[src/rtl/fpdiv_iter.sv]
// Iterative IEEE-754 single-precision divider (res = a / b), restoring radix-2 core
// with one quotient bit per clock. Flush-to-zero, round-half-up on the guard bit.
module fpdiv_iter #(
    parameter bit ZDIV_INF = 1'b1
) (
    input  logic        clk,
    input  logic        rst,
    input  logic        start,
    input  logic [31:0] a,
    input  logic [31:0] b,
    output logic        busy,
    output logic        done,
    output logic [31:0] res
);

    typedef enum logic [1:0] {IDLE, DIV, NORM} state_t;

    state_t             state_reg, state_next;
    logic [4:0]         cnt_reg;
    logic               sign_reg;
    logic signed [9:0]  exp_reg;
    logic [23:0]        mb_reg;
    logic [24:0]        rem_reg;
    logic [25:0]        q_reg;
    logic               az_reg, bz_reg;
    logic               done_reg;
    logic [31:0]        res_reg;

    logic               capture;
    logic               rem_ge;
    logic [24:0]        rem_step;
    logic [24:0]        m_rnd;
    logic signed [9:0]  exp_adj, exp_fin;
    logic [22:0]        mant_fin;
    logic [31:0]        res_calc;

    always_comb begin
        state_next = state_reg;
        capture    = 1'b0;
        case (state_reg)
            IDLE: if (start) begin
                state_next = DIV;
                capture    = 1'b1;
            end
            DIV:  if (cnt_reg == 5'd25) state_next = NORM;
            NORM: state_next = IDLE;
            default: state_next = IDLE;
        endcase
    end

    // Restoring step: the remainder stays below mb, so the shifted value fits 25 bits.
    always_comb begin
        rem_ge   = (rem_reg >= {1'b0, mb_reg});
        rem_step = rem_ge ? (rem_reg - {1'b0, mb_reg}) : rem_reg;
    end

    always_comb begin
        if (q_reg[25]) begin
            m_rnd   = {1'b0, q_reg[25:2]} + 25'(q_reg[1]);
            exp_adj = exp_reg;
        end else begin
            m_rnd   = {1'b0, q_reg[24:1]} + 25'(q_reg[0]);
            exp_adj = exp_reg - 10'sd1;
        end
        // Rounding carry out of the mantissa renormalises to 1.0 x 2^(e+1).
        if (m_rnd[24]) begin
            exp_fin  = exp_adj + 10'sd1;
            mant_fin = 23'h0;
        end else begin
            exp_fin  = exp_adj;
            mant_fin = m_rnd[22:0];
        end

        if (az_reg && bz_reg)
            res_calc = ZDIV_INF ? 32'h7FC0_0000 : 32'h0;
        else if (az_reg)
            res_calc = 32'h0;
        else if (bz_reg)
            res_calc = ZDIV_INF ? {sign_reg, 8'hFF, 23'h0} : {sign_reg, 31'h0};
        else if (exp_fin >= 10'sd255)
            res_calc = {sign_reg, 8'hFF, 23'h0};
        else if (exp_fin <= 10'sd0)
            res_calc = 32'h0;
        else
            res_calc = {sign_reg, exp_fin[7:0], mant_fin};
    end

    always_ff @(posedge clk or negedge rst) begin
        if (!rst) begin
            state_reg <= IDLE;
            cnt_reg   <= 5'd0;
            sign_reg  <= 1'b0;
            exp_reg   <= 10'sd0;
            mb_reg    <= 24'h0;
            rem_reg   <= 25'h0;
            q_reg     <= 26'h0;
            az_reg    <= 1'b0;
            bz_reg    <= 1'b0;
            done_reg  <= 1'b0;
            res_reg   <= 32'h0;
        end else begin
            state_reg <= state_next;
            done_reg  <= (state_reg == NORM);
            if (capture) begin
                sign_reg <= a[31] ^ b[31];
                exp_reg  <= signed'({2'b0, a[30:23]} - {2'b0, b[30:23]} + 10'd127);
                mb_reg   <= {1'b1, b[22:0]};
                rem_reg  <= {1'b0, 1'b1, a[22:0]};
                q_reg    <= 26'h0;
                az_reg   <= (a[30:23] == 8'h0);
                bz_reg   <= (b[30:23] == 8'h0);
                cnt_reg  <= 5'd0;
            end else if (state_reg == DIV) begin
                rem_reg  <= {rem_step[23:0], 1'b0};
                q_reg    <= {q_reg[24:0], rem_ge};
                cnt_reg  <= cnt_reg + 5'd1;
            end
            if (state_reg == NORM)
                res_reg <= res_calc;
        end
    end

    assign busy = (state_reg != IDLE);
    assign done = done_reg;
    assign res  = res_reg;

endmodule

[config.mk]
export PLATFORM = sky130hd
export DESIGN_NAME = fpdiv_iter
export DESIGN_NICKNAME = d
export VERILOG_FILES = /design/src/rtl/fpdiv_iter.sv
export SDC_FILE = /design/constraint.sdc
export NUM_CORES = 1
export LEC_CHECK = 0
export CAP_MARGIN = 25
export CORE_ASPECT_RATIO = 1.2
export CORE_MARGIN = 5
export CORE_UTILIZATION = 30
export CTS_BUF_LIST = sky130_fd_sc_hd__clkbuf_4
export CTS_CLUSTER_SIZE = 24
export DETAILED_ROUTE_END_ITERATION = 10
export DONT_BUFFER_PORTS = 1
export PLACE_DENSITY = 0.53
export RECOVER_POWER = 50
export SLEW_MARGIN = 5
export SYNTH_ARGS = -nofsm -noshare
export SYNTH_HDL_FRONTEND = slang
export SYNTH_SLANG_ARGS = --single-unit
[constraint.sdc]
create_clock -name clk -period 3.1 [get_ports clk]
set_input_delay 0.62 -clock clk [delete_from_list [all_inputs] [get_ports clk]]
set_output_delay 0.62 -clock clk [all_outputs]
set_load 0.1 [all_outputs]
==> summary by stage <==
Timing
The share of the clock period used by the worst path is 98.0%. The upper clock frequency limit is 329 MHz. The setup TNS is 0 ns. The post-route clock skew is 0.0321 ns.

The total of endpoints with negative setup slack in the final report is 0. The number of max-slew violations in the final report is 0. The number of failing hold endpoints at the final stage is 128. Setup repair after global routing could not meet its margin everywhere. The final-layout worst hold slack is -0.237 ns. The normalized max-slew margin is 28.0%. For the pin with the worst max-slew slack, the measured transition is 1.08 ns. The post-route minimum period is 3.04 ns.

Power and ir drop
Net switching is 48.6% of the power. The sequential share of power is 26.0%. The internal power contribution is 5.87 mW. For this design the static power due to leakage is 4.30 nW. The net switching power figure is 5.56 mW. Across the VDD grid, the largest voltage drop is 0.525 mV. The share of power burned in combinational logic is 63.5%. The total power is 11.4 mW.

The share of total power dissipated in the clock network is 10.5%. The power per cell area is 1110 mW/mm^2.

Job
The tool flagged a number of max-cap violations equal to 0.

Clock network
For the worst-skew pair, the clock arrives at the later sink with an insertion delay of 0.55 ns. The root buffer cell is clkbuf_4. The H-tree was split into 4 levels. TritonCTS built the clock tree. Clock tree synthesis inserted a total of 17 buffers. The total clock sinks is 128. Clock-pin slew was measured on the worst setup and hold paths at 0.14 ns. The maximum buffer depth of the clock tree is 2.

Finish
The number of flip-flops under the largest register name is 32. The final design utilization is 34.6%. Compared with the post-synthesis result, the final layout area differs by 13.7%. The final instance area is 0.0103 sq mm. After the last flow step, the layout net total stands at 1,255. Of the cells placed in the final design, the portion with a size suffix greater than 1 is 13.0%. Fill cells in the final layout number 3,159.

Worst setup path
The total buffers and inverters traversed by the critical path is 1. The cell repeated most along the worst path is ha_1. The maximum fanout along the worst path is 23. STA classifies the critical path endpoint as a flop. By startpoint and endpoint, the worst setup path is classified as flop to flop. In this design, the stage delay of the slowest critical-path cell is 0.46 ns. STA classifies the critical path startpoint as a flop. For the worst setup path, the data arrival time is 3.52 ns.

The critical path goes through ha_1 > ha_1 > and3_1 > and3_2 > o211ai_1 > o22ai_1 > a211oi_2 > o41ai_2 > a2111o_1 > buf_12 > o21ai_0. The required time at the worst-slack endpoint is 3.58 ns. The cell with the largest stage delay on the worst path is a2111o_1. The gate family responsible for the most delay along the worst path is compound AO/OA/AOI/OAI gates.

Placed design
The congestion estimate from routability-driven global placement came to 0.902. Summing all placed instances gives a cell area of 0.00984 sq mm. The half-perimeter wire length of the detailed placement result is 18.4 mm.

The number of port buffers is 0.

Global routing
The number of antenna violations at the first check in global routing is 1. The via count of the first global-routing pass was 8,121. The total overflow left after global routing is 0. The first-pass GRT wire length is 42.4 mm. Global routing consumed, over all layers together, 15.3% of the routing resources.

The pin count of the biggest net entering global routing is 129.

Logic synthesis
The proportion of synthesized flip-flops having asynchronous set or reset is 100%. Of the total synthesized cell area, the portion taken by XOR and XNOR cells is 6.00%. Sorting the synthesized cells by how often they occur yields nand2_1, dfrtp_1, o21ai_0.

Counting flops and latches in the post-synthesis netlist gives 128. The Yosys step of the flow raised 0 warnings. The most used standard cell by instance count after synthesis is nand2_1.

The area share of and/or/nand/nor cells after synthesis is 21.7%. The primary flip-flop cell chosen by synthesis mapping is dfrtp_1. The largest total area in the synthesized netlist belongs to dfrtp_1. The count of flip-flops with a built-in enable after synthesis is 0. The combinational family with the most area after synthesis is compound AO/OA/AOI/OAI gates. The post-synthesis adder-cell area fraction is 6.12%. The number of unique standard cell types used by synthesis is 76. The share of synthesized area spent on multiplexers is 3.01%. The sequential cell area fraction in the yosys report is 35.5%.

Summing every instance area after synthesis gives 0.00903 sq mm. The synthesized netlist devotes 22.0% of its cell area to compound gates. The synthesized netlist net count is 1,228. By area the synthesized netlist is led by dfrtp_1, nand2_1, o21ai_0. The synthesized design devotes to its leading area cell type 35.5% of total area. After synthesis, the mean cell area works out to 8.08 sq um.

Synthesis produced 1,118 cells.

Floorplan
In this run the horizontal extent of the chip is 168 microns. The count of boundary I/O pins is 101. The floorplan core area is 0.0297 sq mm. In this run the core area contains 69 standard-cell rows.

Once the floorplan was initialized, standard cells occupied 30.4% of the core. The die is 200 microns tall. The floorplan die area is 0.0337 sq mm.

Detailed routing
The pre-antenna-repair detailed-routing pass consisted of 5 iterations. The final routed DRC violation total is 0. The detailed router finished its first iteration with 466 violations.

For this block, the routed nets add up to 25.4 mm of wire. The detail-routed via count per cell is 5.20. The detailed-route via count is 8,058. Once detail routing completed, the nets flagged for antenna violations numbered 0. Dividing the detail-routed wire length by the instance count gives 16.4 microns.

Status
The checks that failed: negative hold slack. The flow ran to the end, but the final reports show violations.

Hold path
The class of the most critical hold timing path is input port to asynchronous set/reset pin.
power by group through the flow:
stage	combinational (mW)	clock, mW	sequential (mW)
floorplan	5.27	0	2.84
global placement	7.00	0	3.00
detailed placement	7.04	0	3.01
CTS	7.10	1.25	2.97
global route	8.19	1.32	3.07
finish	7.26	1.20	2.98
routing by layer:
layer  global-route usage (%)  vias to the layer above  routed length, microns  share of wire (%)
li1                         -                     4053                       -                  -
met3                     3.23                       26                    1200                4.7
met5                        0                        -                       0                  0
met4                     4.12                        0                     393                1.5
met2                     26.7                      156                   12700                 50
met1                     19.4                     3823                   11100                 44
worst paths after layout:
kind                                   startpoint                endpoint  slack (ns)  cells after the start
max in group asynchronous                     rst   q_reg[25]$_DFFE_PN0P_        3.08                      0
setup / recovery             q_reg[1]$_DFFE_PN0P_      res[0]$_DFFE_PN0P_        0.06                     11
hold / removal                                rst    q_reg[2]$_DFFE_PN0P_       -0.24                      0
setup reg to reg             q_reg[1]$_DFFE_PN0P_      res[0]$_DFFE_PN0P_        0.06                     11
min in group clk                            b[13]  mb_reg[13]$_DFFE_PN0P_        0.17                      2
hold reg to reg            mb_reg[23]$_DFFE_PN0P_  mb_reg[23]$_DFFE_PN0P_        0.46                      2
logic make-up (layout without fill, tap and decap cells):
family | Yosys count | after routing
xor+xnor | 61 | 61
simple gates | 409 | 409
fa+ha+maj | 43 | 43
mux | 27 | 27
compound gates | 321 | 321
buf+inv | 129 | 169
other cells | 0 | 1
flops | 128 | 128
repair_timing:
action | in CTS | in global routing
resized for setup | 5 | 28
buffers inserted | 1 | 2
endpoints found under the setup margin | 17 | 35
endpoints found under the hold margin | 128 | 128
pin swaps | 5 | 6
cell usage in the layout, fill, tap and decap left out, drive strengths merged, types with 8 or more instances in the layout:
cell type and n:
nor4 15, dfrtp 128, buf 75, nand2 171, or3 9, o21ai 147, a31oi 17, a21oi 49
xor2 23, xnor2 38, o211ai 8, nor2 65, a21o 12, nand3 44, mux2i 26, nor2b 8
and3 20, nor3 25, ha 41, inv 62, nand4 19, a211oi 8, o31ai 15, clkbuf 21
area by class of cell:
type,instances,area [sq um],area share [%]
multi-input cells,861,5490,53.4
flip-flops and latches,128,3200,31.2
repair buffers,78,592,5.76
well taps,390,488,4.75
inverters,59,221,2.16
clock inverters,14,140,1.36
clock buffers,18,135,1.32
diodes,1,2.50,0.0244
through the flow:
| step | instances | setup slack [ns] |
|---|---|---|
| final | 1549 | 0.0611 |
| after floorplan | 1118 | 0.00173 |
| after CTS | 1546 | -0.00518 |
| after global placement | 1513 | -0.0140 |
| after global routing | 1549 | -0.117 |
| after detailed placement | 1513 | -0.0169 |
worst reg2reg max path, stage by stage, from the launching register on:
cell and delay, ns:
dfrtp_1 0.44, ha_1 0.25, ha_1 0.24, and3_1 0.23, and3_2 0.25, o211ai_1 0.34, o22ai_1 0.13, a211oi_2 0.19
o41ai_2 0.13, a2111o_1 0.46, buf_12 0.17, o21ai_0 0.16
No activity file was read; power rests on OpenSTA's default activity.
